## src/rtl/controle_jogo.sv

```systemverilog
// controle_jogo -- game-flow controller for the player ship.
// Sequences the start, play, pause, explosion, respawn-invulnerability and
// game-over phases. It also generates the frame-rate movement strobe, the
// ship blink and the life counter.
//
// Ports:
//   CLOCK_50      in   system clock
//   reset         in   synchronous, active-high reset
//   btn_start     in   start/restart key (synchronized level)
//   btn_pausa     in   pause key (synchronized level)
//   colisao       in   ship hit (level, sampled every cycle)
//   pausa         out  1 = ship/shots/enemies hold position
//   reiniciarJogo out  one-cycle pulse that re-places the ship
//   move_tick     out  one-cycle movement strobe per frame
//   nave_visivel  out  ship sprite draw enable
//   invulneravel  out  high while in INVULN
//   vidas         out  remaining lives
//   game_over     out  high in FIM
//   estado        out  current state code
module controle_jogo #(
  parameter int TICK_DIV       = 833333,
  parameter int VIDAS_INICIAIS = 3,
  parameter int EXPLOSAO_TICKS = 60,
  parameter int INVULN_TICKS   = 120,
  parameter int PISCA_TICKS    = 8
) (
  input  logic       CLOCK_50,
  input  logic       reset,
  input  logic       btn_start,
  input  logic       btn_pausa,
  input  logic       colisao,
  output logic       pausa,
  output logic       reiniciarJogo,
  output logic       move_tick,
  output logic       nave_visivel,
  output logic       invulneravel,
  output logic [1:0] vidas,
  output logic       game_over,
  output logic [2:0] estado
);

  typedef enum logic [2:0] {
    ESPERA     = 3'd0,
    JOGANDO    = 3'd1,
    PAUSADO    = 3'd2,
    EXPLODINDO = 3'd3,
    INVULN     = 3'd4,
    FIM        = 3'd5
  } estado_t;

  localparam int DIV_W = (TICK_DIV > 1) ? $clog2(TICK_DIV) : 1;
  localparam int T_MAX = (EXPLOSAO_TICKS > INVULN_TICKS) ? EXPLOSAO_TICKS : INVULN_TICKS;
  localparam int TMR_W = $clog2(T_MAX + 1);
  localparam int PSC_W = (PISCA_TICKS > 1) ? $clog2(PISCA_TICKS) : 1;

  localparam logic [DIV_W-1:0] DIV_FIM   = DIV_W'(TICK_DIV - 1);
  localparam logic [TMR_W-1:0] EXP_FIM   = TMR_W'(EXPLOSAO_TICKS - 1);
  localparam logic [TMR_W-1:0] INV_FIM   = TMR_W'(INVULN_TICKS - 1);
  localparam logic [PSC_W-1:0] PSC_FIM   = PSC_W'(PISCA_TICKS - 1);
  localparam logic [1:0]       VIDAS_INI = 2'(VIDAS_INICIAIS);

  // Registers
  logic             r_prev_start, r_prev_pausa;
  logic [DIV_W-1:0] r_div;
  logic [TMR_W-1:0] r_timer;
  logic [PSC_W-1:0] r_pisca;
  estado_t          r_estado, r_retorno;
  logic [1:0]       r_vidas;
  logic             r_pausa, r_reinicia, r_move, r_visivel, r_invuln, r_fim;

  // Combinational signals
  logic             w_start_edge, w_pausa_edge, w_frame_tick, w_limpa_timer;
  estado_t          w_prox, w_retorno_prox;
  logic [1:0]       w_vidas_prox;
  logic             w_reinicia_prox, w_pausa_prox, w_visivel_prox;
  logic             w_invuln_prox, w_fim_prox;
  logic [PSC_W-1:0] w_pisca_prox;

  assign w_start_edge = btn_start & ~r_prev_start;
  assign w_pausa_edge = btn_pausa & ~r_prev_pausa;
  assign w_frame_tick = (r_div == DIV_FIM);

  // Timer restarts on a real phase change; moving into or out of PAUSADO
  // leaves it alone so a paused INVULN resumes where it stopped.
  assign w_limpa_timer = (w_prox != r_estado) && (w_prox != PAUSADO) && (r_estado != PAUSADO);

  // Button history and free-running frame divider.
  // Previous-key registers reset to 1 so a key held through reset is not an edge.
  always_ff @(posedge CLOCK_50) begin
    if (reset) begin
      r_prev_start <= 1'b1;
      r_prev_pausa <= 1'b1;
      r_div        <= '0;
    end else begin
      r_prev_start <= btn_start;
      r_prev_pausa <= btn_pausa;
      r_div        <= w_frame_tick ? '0 : r_div + 1'b1;
    end
  end

  // Phase timer: counts frame ticks only in the timed phases.
  always_ff @(posedge CLOCK_50) begin
    if (reset) begin
      r_timer <= '0;
    end else if (w_limpa_timer) begin
      r_timer <= '0;
    end else if (w_frame_tick && (r_estado == EXPLODINDO || r_estado == INVULN)) begin
      r_timer <= r_timer + 1'b1;
    end else begin
      r_timer <= r_timer;
    end
  end

  // Next-state logic, return-state bookkeeping and life counter.
  always_comb begin
    w_prox          = r_estado;
    w_retorno_prox  = r_retorno;
    w_vidas_prox    = r_vidas;
    w_reinicia_prox = 1'b0;
    case (r_estado)
      ESPERA: begin
        if (w_start_edge) begin
          w_prox          = JOGANDO;
          w_vidas_prox    = VIDAS_INI;
          w_reinicia_prox = 1'b1;
        end else begin
          w_prox = ESPERA;
        end
      end
      JOGANDO: begin
        // colisao has priority over a simultaneous pause edge
        if (colisao) begin
          w_prox       = EXPLODINDO;
          w_vidas_prox = (r_vidas != 2'd0) ? r_vidas - 2'd1 : 2'd0;
        end else if (w_pausa_edge) begin
          w_prox         = PAUSADO;
          w_retorno_prox = JOGANDO;
        end else begin
          w_prox = JOGANDO;
        end
      end
      PAUSADO: begin
        if (w_pausa_edge) begin
          w_prox = r_retorno;
        end else begin
          w_prox = PAUSADO;
        end
      end
      EXPLODINDO: begin
        if (w_frame_tick && r_timer == EXP_FIM) begin
          if (r_vidas == 2'd0) begin
            w_prox = FIM;
          end else begin
            w_prox          = INVULN;
            w_reinicia_prox = 1'b1;
          end
        end else begin
          w_prox = EXPLODINDO;
        end
      end
      INVULN: begin
        if (w_frame_tick && r_timer == INV_FIM) begin
          w_prox = JOGANDO;
        end else if (w_pausa_edge) begin
          w_prox         = PAUSADO;
          w_retorno_prox = INVULN;
        end else begin
          w_prox = INVULN;
        end
      end
      FIM: begin
        if (w_start_edge) begin
          w_prox          = JOGANDO;
          w_vidas_prox    = VIDAS_INI;
          w_reinicia_prox = 1'b1;
        end else begin
          w_prox = FIM;
        end
      end
      default: begin
        w_prox       = ESPERA;
        w_vidas_prox = VIDAS_INI;
      end
    endcase
  end

  // Registered outputs derived from the next state; PAUSADO holds them.
  always_comb begin
    w_pausa_prox   = 1'b1;
    w_visivel_prox = r_visivel;
    w_invuln_prox  = r_invuln;
    w_fim_prox     = r_fim;
    w_pisca_prox   = r_pisca;
    // Blink advances on frame ticks spent in INVULN
    if (r_estado == INVULN && w_frame_tick) begin
      if (r_pisca == PSC_FIM) begin
        w_visivel_prox = ~r_visivel;
        w_pisca_prox   = '0;
      end else begin
        w_pisca_prox = r_pisca + 1'b1;
      end
    end else begin
      w_pisca_prox = r_pisca;
    end
    case (w_prox)
      ESPERA, JOGANDO: begin
        w_pausa_prox   = (w_prox == ESPERA);
        w_visivel_prox = 1'b1;
        w_invuln_prox  = 1'b0;
        w_fim_prox     = 1'b0;
        w_pisca_prox   = '0;
      end
      PAUSADO: begin
        w_pausa_prox = 1'b1;
      end
      EXPLODINDO, FIM: begin
        w_pausa_prox   = 1'b1;
        w_visivel_prox = 1'b0;
        w_invuln_prox  = 1'b0;
        w_fim_prox     = (w_prox == FIM);
        w_pisca_prox   = '0;
      end
      INVULN: begin
        w_pausa_prox  = 1'b0;
        w_invuln_prox = 1'b1;
        w_fim_prox    = 1'b0;
        // fresh respawn starts visible; resume from pause keeps blink phase
        if (r_estado == EXPLODINDO) begin
          w_visivel_prox = 1'b1;
          w_pisca_prox   = '0;
        end else begin
          w_visivel_prox = w_visivel_prox;
        end
      end
      default: begin
        w_pausa_prox   = 1'b1;
        w_visivel_prox = 1'b1;
        w_invuln_prox  = 1'b0;
        w_fim_prox     = 1'b0;
        w_pisca_prox   = '0;
      end
    endcase
  end

  // State and output registers.
  always_ff @(posedge CLOCK_50) begin
    if (reset) begin
      r_estado   <= ESPERA;
      r_retorno  <= JOGANDO;
      r_vidas    <= VIDAS_INI;
      r_pausa    <= 1'b1;
      r_reinicia <= 1'b0;
      r_move     <= 1'b0;
      r_visivel  <= 1'b1;
      r_invuln   <= 1'b0;
      r_fim      <= 1'b0;
      r_pisca    <= '0;
    end else begin
      r_estado   <= w_prox;
      r_retorno  <= w_retorno_prox;
      r_vidas    <= w_vidas_prox;
      r_pausa    <= w_pausa_prox;
      r_reinicia <= w_reinicia_prox;
      r_move     <= w_frame_tick & (r_estado == JOGANDO || r_estado == INVULN);
      r_visivel  <= w_visivel_prox;
      r_invuln   <= w_invuln_prox;
      r_fim      <= w_fim_prox;
      r_pisca    <= w_pisca_prox;
    end
  end

  assign pausa         = r_pausa;
  assign reiniciarJogo = r_reinicia;
  assign move_tick     = r_move;
  assign nave_visivel  = r_visivel;
  assign invulneravel  = r_invuln;
  assign vidas         = r_vidas;
  assign game_over     = r_fim;
  assign estado        = r_estado;

endmodule

```

## config.mk

```make
export PLATFORM = sky130hd
export DESIGN_NAME = controle_jogo
export DESIGN_NICKNAME = d
export VERILOG_FILES = /design/src/rtl/controle_jogo.sv
export SDC_FILE = /design/constraint.sdc
export NUM_CORES = 1
export LEC_CHECK = 0
export BUFFER_PORTS_ARGS = -buffer_cell sky130_fd_sc_hd__buf_2
export CORE_AREA = 2 2 69 71
export CTS_BUF_LIST = sky130_fd_sc_hd__clkbuf_4 sky130_fd_sc_hd__clkbuf_8
export CTS_CLUSTER_SIZE = 30
export DETAILED_ROUTE_END_ITERATION = 10
export DIE_AREA = 0 0 71 73
export GPL_ROUTABILITY_DRIVEN = 0
export PLACE_DENSITY = 0.8
export SLEW_MARGIN = 20
export SYNTH_ARGS = -nofsm -noshare
export SYNTH_HDL_FRONTEND = slang
export SYNTH_SLANG_ARGS = --single-unit
```

## constraint.sdc

```tcl
create_clock -name CLOCK_50 -period 2.84 [get_ports CLOCK_50]
set_input_delay 0.142 -clock CLOCK_50 [delete_from_list [all_inputs] [get_ports CLOCK_50]]
set_output_delay 0.142 -clock CLOCK_50 [all_outputs]
set_load 0.1 [all_outputs]
```

After elaboration in Yosys (flattened, before gate mapping)
Index checks and enable logic that the tools add are counted.
- register bits after elaboration: 46
- output and inout bits: 11
- word-level logic and storage cells: 103
- add/sub/neg operators: 4
- equal/unequal tests: 23
- muxes and demuxes: 34
- bitwise operators: 7
- reductions and logical operators: 21
- operators with widths (cell ; count):
    $mux 3 ; 12
    $add 20x1->20 const B ; 1
    $eq 20x20->1 const B ; 1
    $pmux 3 s6 ; 1
    $eq 3x3->1 const B ; 5
    $eq 3x2->1 const B ; 4
    $pmux 3 s2 ; 2
    $mux 2 ; 5
    $ne 2x2->1 const B ; 5
    $reduce_or 2->1 ; 5
    $mux 1 ; 8
    $pmux 1 s2 ; 4
    $add 7x1->7 const B ; 1
    $eq 7x6->1 const B ; 1
    $eq 7x7->1 const B ; 1
    $eq 3x1->1 const B ; 2
    $logic_and 1x1->1 ; 6
    $logic_not 3->1 ; 2
    $ne 3x2->1 const B ; 2
    $pmux 2 s3 ; 1
    $reduce_and 5->1 ; 1
    $not 1->1 ; 4
    $reduce_bool 2->1 ; 2
    $add 3x1->3 const B ; 1
    9 further kinds ; 12

Longest topological paths before layout
Gate-level depths: netlist of run 1.
- word-level depth: 9
- depth in mapped cells: 9

Least setup slack after synthesis of run 1
Ideal clock, no wire load.
- path kind: flip-flop to flip-flop
- start point: register r_estado[2] (netlist: estado[2])
- end point: register r_timer[2]
- library setup time: 0.074 ns
- arrival time: 2.658 ns
- path slack: 0.108 ns
- cell stages (with the launch flop): 9
- buffers on the path: 1
- path through: dfxtp_1 > buf_6 > inv_4 > or3_1 > o31ai_2 > o22ai_2 > and4_1 > o31a_4 > nor3_2
- longest elaborated chain between the ends: 6
- elaborated cells on any way between the ends: 15
- RTL lines (item ; line ; RTL):
    start: declaration ; 67 ; estado_t r_estado, r_retorno;
    start signal: assignment ; 259 ; r_estado <= w_prox;
    $eq 3x3->1 (tied with other cells) ; 120 ; case (r_estado)
    $pmux 3 s6 ; 120 ;
    $ne 3x3->1 or $ne 3x2->1 (tied branches) ; 85 ; assign w_limpa_timer = (w_prox != r_estado) && (w_prox != PAUSADO) && (r_estado != PAUSADO);
    $logic_and 1x1->1 (2 in series) ; 85 ;
    $reduce_or 2->1 (no line) ; n/a ;
    end signal: assignment ; 108 ; r_timer <= r_timer + 1'b1;
    end signal: assignment ; 110 ; r_timer <= r_timer;
    end: declaration ; 65 ; logic [TMR_W-1:0] r_timer;
Several ways; a longest one is shown, not always the timed one.
A chain may end at the register's enable or synchronous reset.

Worst setup path after layout of run 1
- start point: register r_timer[0]
- end point: register r_timer[6]
- longest elaborated chain between the ends: 8
- elaborated cells on any way between the ends: 13
- RTL lines (item ; line):
    $eq 7x7->1 or $eq 7x6->1 (tied branches) ; 162, 150
    $logic_and 1x1->1 (on tied branches) ; 162, 150
    $mux 3 (on tied branches) ; 162, 150
    $pmux 3 s6 ; 120
    $ne 3x3->1 or $ne 3x2->1 (tied branches) ; 85
    $logic_and 1x1->1 (2 in series) ; 85
    $reduce_or 2->1 (no line) ; n/a
Several ways; a longest one is shown, not always the timed one.

==> impl_metrics.yaml, run 1 <==
sta:
  finalSetupTns_ns: 0
  finalMaxSlewViolations: 0
  layout_min_cycle_time_ns: 2.38
  max-slew-margin-rel_pct: 58.7
  fin_skew_ns: 0.00708
  final.setup.worst_slack_ns: 0.459
  setup_viol: 0
  hold_viol_final: 0
  fmax_mhz: 420
  grt_setup_unrepaired: "no"
  tightest_slew_ns: 0.618
  period_share_pct: 83.8
finish:
  multi_input_area_um2: 1350
  mostFrequentLayoutCells: "dfxtp_1, nor2_1, nand2_1"
  drive_gt1_share_pct: 15.4
  num-nets-final: 295
  final_common_cell: "dfxtp_1"
  insertedDiodeCount: 0
  fillers: 422
  area_growth_pct: 8.60
  regArea_um2: 901
  post-route-util_pct: 55.7
  instances_no_fill: 340
yosys:
  synth-seq-cells: 45
  seq_area_frac_synth_pct: 38.7
  synth_nets: 281
  async_flop_share_pct: 0
  yosys_warnings: 0
  synth_area_um2: 2330
  synth_top_area_share_pct: 38.7
  ys_types: 52
  synth-edff-count: 0
  synth.area.top_cells: "dfxtp_1, nor2_1, xor2_1, nand3_1, nand2_1"
  netlist_instances: 271
  syn_area_per_cell_um2: 8.59
  synth_largest_area_cell: "dfxtp_1"
  synth_flop_cell: "dfxtp_1"
placement:
  dp_cells: 332
  io_buffers: 15
  pre_cts_slack_ns: 0.513
  dpl.hpwl_um: 3470
critical_path:
  path_class: "flop to flop"
  reg2reg_depth: 8
  cp-start-kind: "flop"
  r2r_setup_slack_ns: 0.46
  reg2reg_from: "r_timer[0]$_SDFFE_PP0P_"
  cp.arrival_ns: 2.61
  cp_max_fo: 7
  cp-end-kind: "flop"
  r2r_end: "r_timer[6]$_SDFFE_PP0P_"
  required_ns: 3.07
global_route:
  track_usage_pct: 19.9
  antenna_found_initial: 0
  grt_first_pass_wirelength_um: 8190
  grt_pass1_vias: 1766
  grt_overflow_total: 0
  grt_max_degree: 21
route:
  first_iter_violations: 114
  num_vias: 1958
  drcViolationCount: 0
  dr_wl_met3_um: 275
  top_layer: "met4"
  wl_met2_um: 2130
  wire_per_inst_um: 14.0
  wl_um: 4750
  wl_met1_um: 2230
  postRouteAntennaNets: 0
  dr.pass1.iters: 5
  vias_per_cell: 5.76
power:
  p_per_area_nw_per_um2: 479
  pwr-share-comb_pct: 11.3
  swShare_pct: 29.2
  p_clk_share_pct: 34.5
  switching_power_mw: 0.354
  p_seq_share_pct: 54.2
  intPower_mw: 0.858
  p_leak_nw: 0.945
  peakVddDrop_mv: 0.218
clocking:
  cts_tree: "built"
  cts_hold_buf: 0
  insertion_delay_ns: 0.31
  cts_resized: 0
  cts_root_buf: "clkbuf_8"
  cts_htree_levels: 2
  clock-sinks: 45
  clock_path_buffers: 2
  post_cts_buffers: 0
  cts_made_buffers: 5
  clk_transition_reported_paths_ns: 0.09
hold_path:
  whs_endpoint: "r_prev_start$_SDFF_PP1_"
  hold_start: "btn_start"
  min_path_type: "input port to flop"
  holdPathStages: 2
run:
  drv_cap: 0
floorplanning:
  core_area_um2: 4540
  die_y_um: 73
  pin_count: 16
  rows: 25
  die_w_um: 71
  die_area_um2: 5180
  start_util_pct: 51.3
status:
  status: "finished clean"
## power by group through the flow
stage               registers, mW  logic (mW)  clock network, mW
finish                      0.657       0.137              0.418
global route                0.660       0.149              0.450
CTS                         0.657       0.136              0.429
detailed placement          0.671       0.136                  0
global placement            0.671       0.135                  0
floorplan                   0.705      0.0762                  0
## metrics by stage
step	power [mW]	hold slack, ns	area, um2
after floorplan	0.781	0.249	2330
after global placement	0.807	0.344	2430
after detailed placement	0.807	0.348	2430
after CTS	1.22	0.0296	2530
after global routing	1.26	0.0405	2530
final	1.21	0.0349	2530
## cell usage after synthesis, drive strengths merged, types with 4 or more instances
library cell	count
a31oi	4
nand2b	6
nor3	13
o21ai	4
or3	5
dfxtp	45
xor2	15
nand2	22
clkbuf	7
xnor2	8
ha	5
inv	9
and3	8
a21oi	9
nand3	18
nor2	41
nand4	8
## registers in the layout, indices dropped and copies added, names as in the netlist
signal	flops
estado	3
game_over	1
invulneravel	1
move_tick	1
nave_visivel	1
pausa	1
r_div	20
r_pisca	3
r_prev_pausa	1
r_prev_start	1
r_retorno	2
r_timer	7
reiniciarJogo	1
vidas	2
## worst max-delay path: stages (launching register included)
cell     delay, ns
dfxtp_1       0.41
ha_1          0.22
and3_1        0.27
nand2_1       0.14
nor4_2        0.36
o221a_2       0.33
nor2_1        0.06
o31a_4        0.34
nor3_2        0.17
## cell type report
cell class,instances,area share (%)
multi-input cells,208,53.3
flip-flops and latches,45,35.6
repair buffers,16,3.27
clock buffers,5,2.72
well taps,54,2.67
inverters,9,1.44
clock inverters,3,0.990
## worst max-delay path by stage
stage,startpoint,slack (ns),cells after the start,to
after global placement,r_div[0]$_SDFF_PP0_,0.60,9,r_timer[3]$_SDFFE_PP0P_
after floorplan,estado[2]$_SDFF_PP0_,0.11,8,r_timer[2]$_SDFFE_PP0P_
final,r_timer[0]$_SDFFE_PP0P_,0.46,8,r_timer[6]$_SDFFE_PP0P_
after global routing,r_timer[0]$_SDFFE_PP0P_,0.35,8,r_timer[6]$_SDFFE_PP0P_
after CTS,r_timer[0]$_SDFFE_PP0P_,0.48,8,r_timer[6]$_SDFFE_PP0P_
after detailed placement,r_timer[0]$_SDFFE_PP0P_,0.51,8,r_timer[6]$_SDFFE_PP0P_
## kinds of logic after synthesis
kind of cell	after synthesis	share of synthesized area (%)
compound gates	36	12.0
xor+xnor	23	8.66
fa+ha+maj	5	2.69
buf+inv	18	3.44
flops	45	38.7
mux	2	0.860
simple gates	142	33.7
## layer usage
layer | vias up | global-route usage (%)
li1 | 989 | -
met1 | 892 | 27.3
met3 | 12 | 4.28
met4 | 0 | 10.1
met5 | - | 0
met2 | 65 | 29.6
(Power assumes the default switching activity.)
==> run 2, diff against run 1 <==
--- a/config.mk
+++ b/config.mk
@@ -5,14 +5,15 @@
 export SDC_FILE = /design/constraint.sdc
 export NUM_CORES = 1
 export LEC_CHECK = 0
+export ABC_AREA = 1
 export BUFFER_PORTS_ARGS = -buffer_cell sky130_fd_sc_hd__buf_2
-export CORE_AREA = 2 2 69 71
+export CORE_AREA = 2 2 68 70
 export CTS_BUF_LIST = sky130_fd_sc_hd__clkbuf_4 sky130_fd_sc_hd__clkbuf_8
 export CTS_CLUSTER_SIZE = 30
 export DETAILED_ROUTE_END_ITERATION = 10
-export DIE_AREA = 0 0 71 73
+export DIE_AREA = 0 0 70 72
 export GPL_ROUTABILITY_DRIVEN = 0
-export PLACE_DENSITY = 0.8
+export PLACE_DENSITY = 0.81
 export SLEW_MARGIN = 20
 export SYNTH_ARGS = -nofsm -noshare
 export SYNTH_HDL_FRONTEND = slang
==> constraint.sdc (replaced) <==
create_clock -name CLOCK_50 -period 2.32 [get_ports CLOCK_50]
set_input_delay 0.116 -clock CLOCK_50 [delete_from_list [all_inputs] [get_ports CLOCK_50]]
set_output_delay 0.116 -clock CLOCK_50 [all_outputs]
set_load 0.1 [all_outputs]
==> run 2 against run 1 <==
  * Global-route usage fell by 1.3 points
  * Sequential cell count did not move
  * Wire length fell by 4.4%
  * Sequential power rose by 22%
  * Combinational power rose by 38%
  * Largest cell class unchanged
  * Largest power group unchanged
==> impl_metrics.yaml, run 2 <==
status:
  status: "finished clean"
yosys:
  synth.area.top_cells: "dfxtp_1, nand2_1, inv_1, nor2_1, nand3_1"
  synth_most_common_cell: "nand2_1"
  ys_types: 38
  yosys_warnings: 0
  synth-edff-count: 0
  synth_largest_area_cell: "dfxtp_1"
  synth_area_um2: 2300
  async_flop_share_pct: 0
  syn_area_per_cell_um2: 7.16
  synthTopCellsByCount: "nand2_1, dfxtp_1, inv_1, nor2_1, nand3_1"
  synth-seq-cells: 45
  netlist_instances: 321
  synth_flop_cell: "dfxtp_1"
  seq_area_frac_synth_pct: 39.2
  synth_nets: 331
  synth_top_area_share_pct: 39.2
route:
  first_iter_violations: 172
  wire_per_inst_um: 11.4
  top_layer: "met4"
  num_vias: 2082
  drcViolationCount: 0
  wl_um: 4540
  dr.pass1.iters: 4
  wl_met2_um: 2180
  dr_wl_met3_um: 257
  wl_met1_um: 2060
  postRouteAntennaNets: 0
  vias_per_cell: 5.24
floorplanning:
  start_util_pct: 53.9
  die_area_um2: 5040
  core_area_um2: 4260
  rows: 24
  pin_count: 16
  die_y_um: 72
  die_w_um: 70
finish:
  fillers: 403
  insertedDiodeCount: 0
  regArea_um2: 903
  multi_input_area_um2: 1210
  drive_gt1_share_pct: 16.5
  regMostFlops: "r_div"
  post-route-util_pct: 60.0
  mostFrequentLayoutCells: "nand2_1, dfxtp_1, inv_1, nor2_1, nand3_1"
  reg.largest.list: "r_div x20, r_timer x7"
  final_common_cell: "nand2_1"
  design_area_um2: 2560
  num-nets-final: 354
  largest_reg_flops: 20
  instances_no_fill: 397
  area_growth_pct: 11.3
sta:
  fin_skew_ns: 0.00732
  finalSetupTns_ns: 0
  setup_viol: 0
  finalMaxSlewViolations: 0
  whs_ns: 0.00298
  fmax_mhz: 491
  period_share_pct: 87.7
  tightest_slew_ns: 0.488
  hold_viol_final: 0
  final.setup.worst_slack_ns: 0.285
  grt_setup_unrepaired: "no"
  max-slew-margin-rel_pct: 67.7
  layout_min_cycle_time_ns: 2.03
placement:
  io_buffers: 15
  placed_cell_area_um2: 2450
  dpl.hpwl_um: 3390
  pre_cts_slack_ns: 0.344
  dp_cells: 388
critical_path:
  cp_max_fo: 7
  crit_path_frequent_cell: "nand2_1"
  path_cells: "dlygate4sd3_1 -> buf_2 -> inv_1 -> nor2_1 -> nand2_1 -> nand2_1 -> nand3_1 -> nor2_1 -> nand2_1 -> inv_2 -> nand2_1 -> inv_2 -> nand2_2 -> inv_2 -> nor2_2 -> nand2_1 -> nand2_2 -> nor2_1"
  r2r_end: "r_timer[6]$_SDFFE_PP0P_"
  reg2reg_depth: 16
  required_ns: 2.55
  cp-end-kind: "flop"
  reg2reg_from: "estado[2]$_SDFF_PP0_"
  slowest_stage: "dlygate4sd3_1"
  cp-start-kind: "input port"
  cp.arrival_ns: 2.27
  path_class: "input port to flop"
  r2r_setup_slack_ns: 0.33
  slowest_delay_ns: 0.52
power:
  swShare_pct: 27.8
  peakVddDrop_mv: 0.397
  intPower_mw: 1.10
  finalPower_mw: 1.52
  pwr-share-comb_pct: 12.4
  p_seq_share_pct: 52.7
  switching_power_mw: 0.423
  p_leak_nw: 1.04
  p_per_area_nw_per_um2: 595
  p_clk_share_pct: 34.9
clocking:
  cts_htree_levels: 2
  insertion_delay_ns: 0.30
  cts_tree: "built"
  clk_transition_reported_paths_ns: 0.08
  cts_root_buf: "clkbuf_8"
  post_cts_buffers: 0
  cts_made_buffers: 5
  clock-sinks: 45
  clock_path_buffers: 2
global_route:
  grt_max_degree: 18
  antenna_found_initial: 0
  grt_pass1_vias: 1854
  grt_overflow_total: 0
  track_usage_pct: 18.6
  grt_first_pass_wirelength_um: 7640
hold_path:
  holdPathStages: 3
  whs_endpoint: "r_prev_start$_SDFF_PP1_"
  hold_start: "btn_start"
  min_path_type: "input port to flop"
run:
  drv_cap: 0
run 2: cell count changes in the layout (fill, tap and decap cells not counted), moves of 6 or more:
cell / change
nand2_1: +45
nor2_2: +9
xor2_1: -6
and3_1: -8
inv_1: +33
nand2b_1: -6
nand3_1: +6
run 2: repair_timing:
item,4_1_cts,5_1_grt
hold buffers,1,0
resized for setup,0,0
setup endpoints to repair,0,0
hold endpoints to repair,1,0
run 2: routing by layer:
layer	track usage [%]	up-vias
li1	-	1065
met1	22.9	948
met2	32.7	65
met3	4.17	4
met4	5.98	0
met5	0	-
run 2: worst max-delay path: cells and delay by family:
family	cells	cell delay [ns]
AND/OR/NAND/NOR	12	1.26
buffers and inverters	6	0.89
run 2: worst max path at each step:
stage                               startpoint                       to  slack [ns]  depth (start not counted)
after CTS                  r_div[1]$_SDFF_PP0_     r_div[16]$_SDFF_PP0_        0.33                         13
after detailed placement   r_div[1]$_SDFF_PP0_     r_div[16]$_SDFF_PP0_        0.34                         13
after floorplan           estado[2]$_SDFF_PP0_  r_timer[6]$_SDFFE_PP0P_        0.02                         13
after global placement     r_div[0]$_SDFF_PP0_  r_timer[1]$_SDFFE_PP0P_        0.43                         15
final                                btn_pausa  r_timer[6]$_SDFFE_PP0P_        0.29                         18
after global routing                 btn_pausa  r_timer[3]$_SDFFE_PP0P_        0.06                         18
run 2: area by class of cell:
| type | count | area share (%) |
|---|---|---|
| Clock buffer | 7 | 3.77 |
| Clock inverter | 1 | 0.196 |
| Inverter | 47 | 6.89 |
| Multi-Input combinational cell | 227 | 47.4 |
| Sequential cell | 45 | 35.3 |
| Tap cell | 52 | 2.54 |
| Timing Repair Buffer | 18 | 3.91 |
run 2: power groups by stage:
stage                     Sequential, mW  Combinational (mW)  Clock [mW]
after floorplan                    0.879              0.0882           0
after global placement             0.819               0.183           0
after detailed placement           0.820               0.186           0
after CTS                          0.802               0.187       0.537
after global routing               0.804               0.205       0.564
final                              0.802               0.189       0.532
run 2: cell families (layout without fill, tap and decap cells):
family | after synthesis | in the layout | synth area share, %
simple gates | 175 | 175 | 35.9
fa+ha+maj | 5 | 5 | 2.72
mux | 4 | 4 | 1.80
xor+xnor | 14 | 14 | 5.33
buf+inv | 49 | 73 | 8.06
flops | 45 | 45 | 39.2
compound gates | 29 | 29 | 7.02
==> run 3, diff against run 2 <==
--- a/config.mk
+++ b/config.mk
@@ -8,7 +8,7 @@
 export ABC_AREA = 1
 export BUFFER_PORTS_ARGS = -buffer_cell sky130_fd_sc_hd__buf_2
 export CORE_AREA = 2 2 68 70
-export CTS_BUF_LIST = sky130_fd_sc_hd__clkbuf_4 sky130_fd_sc_hd__clkbuf_8
+export CTS_BUF_LIST = sky130_fd_sc_hd__clkbuf_16
 export CTS_CLUSTER_SIZE = 30
 export DETAILED_ROUTE_END_ITERATION = 10
 export DIE_AREA = 0 0 70 72
==> run 3 against run 2 <==
  * Sequential share of layout area is 0.36 points lower
  * Register-to-register slack hardly changed
  * Clock power increased by 26%
  * Non-clock buffer count fell by 1
  * Global-route usage about the same
  * Core utilization increased by 0.62 points
  * Largest cell class unchanged
==> impl_metrics.yaml, run 3 (synthesis gave the netlist of run 2 again) <==
status:
  status: "finished clean"
clocking:
  cts_tree: "built"
  cts_made_buffers: 5
  insertion_delay_ns: 0.28
  clk_transition_reported_paths_ns: 0.06
  cts_resized: 0
  clock_path_buffers: 2
  clock-sinks: 45
  post_cts_buffers: 0
  cts_root_buf: "clkbuf_16"
  cts_hold_buf: 0
  cts_htree_levels: 2
power:
  p_leak_nw: 1.05
  p_per_area_nw_per_um2: 642
  finalPower_mw: 1.66
  peakVddDrop_mv: 0.381
finish:
  final_common_cell: "nand2_1"
  multi_input_area_um2: 1210
  fillers: 398
  insertedDiodeCount: 0
  instances_no_fill: 396
  area_growth_pct: 12.5
  drive_gt1_share_pct: 16.0
  regMostFlops: "r_div"
  regArea_um2: 903
  largest_reg_flops: 20
  post-route-util_pct: 60.6
  num-nets-final: 353
  mostFrequentLayoutCells: "nand2_1, dfxtp_1, inv_1, nor2_1, nand3_1"
  reg.largest.list: "r_div x20, r_timer x7"
floorplanning:
  die_y_um: 72
  rows: 24
  start_util_pct: 53.9
  die_w_um: 70
  die_area_um2: 5040
  pin_count: 16
  core_area_um2: 4260
critical_path:
  reg2reg_depth: 13
  cp-start-kind: "flop"
  crit_start: "r_div[1]$_SDFF_PP0_"
  r2r_setup_slack_ns: 0.34
  endpoint: "r_timer[6]$_SDFFE_PP0P_"
  reg2reg_from: "r_div[1]$_SDFF_PP0_"
  r2r_end: "r_timer[6]$_SDFFE_PP0P_"
  cp_max_fo: 7
  cp-end-kind: "flop"
  path_class: "flop to flop"
  required_ns: 2.49
  cp.arrival_ns: 2.15
global_route:
  grt_max_degree: 18
  grt_overflow_total: 0
  grt_first_pass_wirelength_um: 7680
  grt_pass1_vias: 1910
  track_usage_pct: 18.6
  antenna_found_initial: 0
sta:
  max-slew-margin-rel_pct: 67.7
  finalMaxSlewViolations: 0
  fmax_mhz: 505
  period_share_pct: 85.4
  hold_viol_final: 0
  setup_viol: 0
  layout_min_cycle_time_ns: 1.98
  fin_skew_ns: 0.00555
  grt_setup_unrepaired: "no"
  final.setup.worst_slack_ns: 0.339
  finalSetupTns_ns: 0
  tightest_slew_ns: 0.488
run:
  drv_cap: 0
route:
  postRouteAntennaNets: 0
  num_vias: 2035
  first_iter_violations: 155
  wl_um: 4480
  drcViolationCount: 0
  vias_per_cell: 5.14
  wire_per_inst_um: 11.3
  dr.pass1.iters: 4
hold_path:
  min_path_type: "input port to flop"
placement:
  dpl.hpwl_um: 3390
  pre_cts_slack_ns: 0.344
  io_buffers: 15
  dp_cells: 388
==> run 3: cell count changes in the layout (fill, tap and decap cells not counted) <==
cell,before,now
clkbuf_16,0,5
clkbuf_8,7,0
clkinv_1,1,3
dlygate4sd3_1,1,0
==> run 3: routing by layer <==
metal	share of wire [%]	wire, um	global-route usage [%]	vias up
met5	0	0	0	-
met4	0.98	44	6.62	0
met3	5.1	227	3.89	5
met2	47	2120	32.9	38
met1	47	2090	22.7	931
li1	-	-	-	1061
==> run 3: worst max-delay path, cell delays in order, from the launching register on <==
cell and delay, ns:
dfxtp_1 0.36, inv_1 0.07, ha_1 0.14, nand3b_1 0.10, nor2_2 0.22, nand3_1 0.19, a21oi_2 0.20, nand2_1 0.10
nand2_2 0.08, inv_2 0.05, nor2_2 0.08, nand2_1 0.08, nand2_2 0.14, nor2_1 0.06
==> run 3: worst min path at each step <==
stage	start	end	slack (ns)	cells past startpoint
floorplan	btn_pausa	r_prev_pausa$_SDFF_PP1_	0.21	2
global placement	btn_start	r_prev_start$_SDFF_PP1_	0.30	3
detailed placement	btn_pausa	r_prev_pausa$_SDFF_PP1_	0.30	3
CTS	btn_pausa	r_prev_pausa$_SDFF_PP1_	0.01	3
global route	btn_pausa	r_prev_pausa$_SDFF_PP1_	0.02	3
finish	btn_pausa	r_prev_pausa$_SDFF_PP1_	0.01	3
==> run 3: cell type report <==
class	instances	area share, %
clock inverter	3	0.484
inverter	47	6.82
timing repair buffer	17	3.48
sequential	45	34.9
tap	52	2.52
multi-input combinational	227	46.9
clock buffer	5	4.84
==> run 3: report_power, final <==
| group | switching (mW) | internal, mW | total [mW] |
|---|---|---|---|
| clock | 0.279 | 0.389 | 0.669 |
| sequential | 0.0149 | 0.788 | 0.803 |
| combinational | 0.144 | 0.0425 | 0.187 |
==> run 3: per-stage QoR <==
step                hold WS (ns)  instance area (um2)
floorplan                  0.212                 2300
global placement           0.302                 2450
detailed placement         0.302                 2450
CTS                       0.0127                 2580
global route              0.0246                 2580
finish                    0.0126                 2580
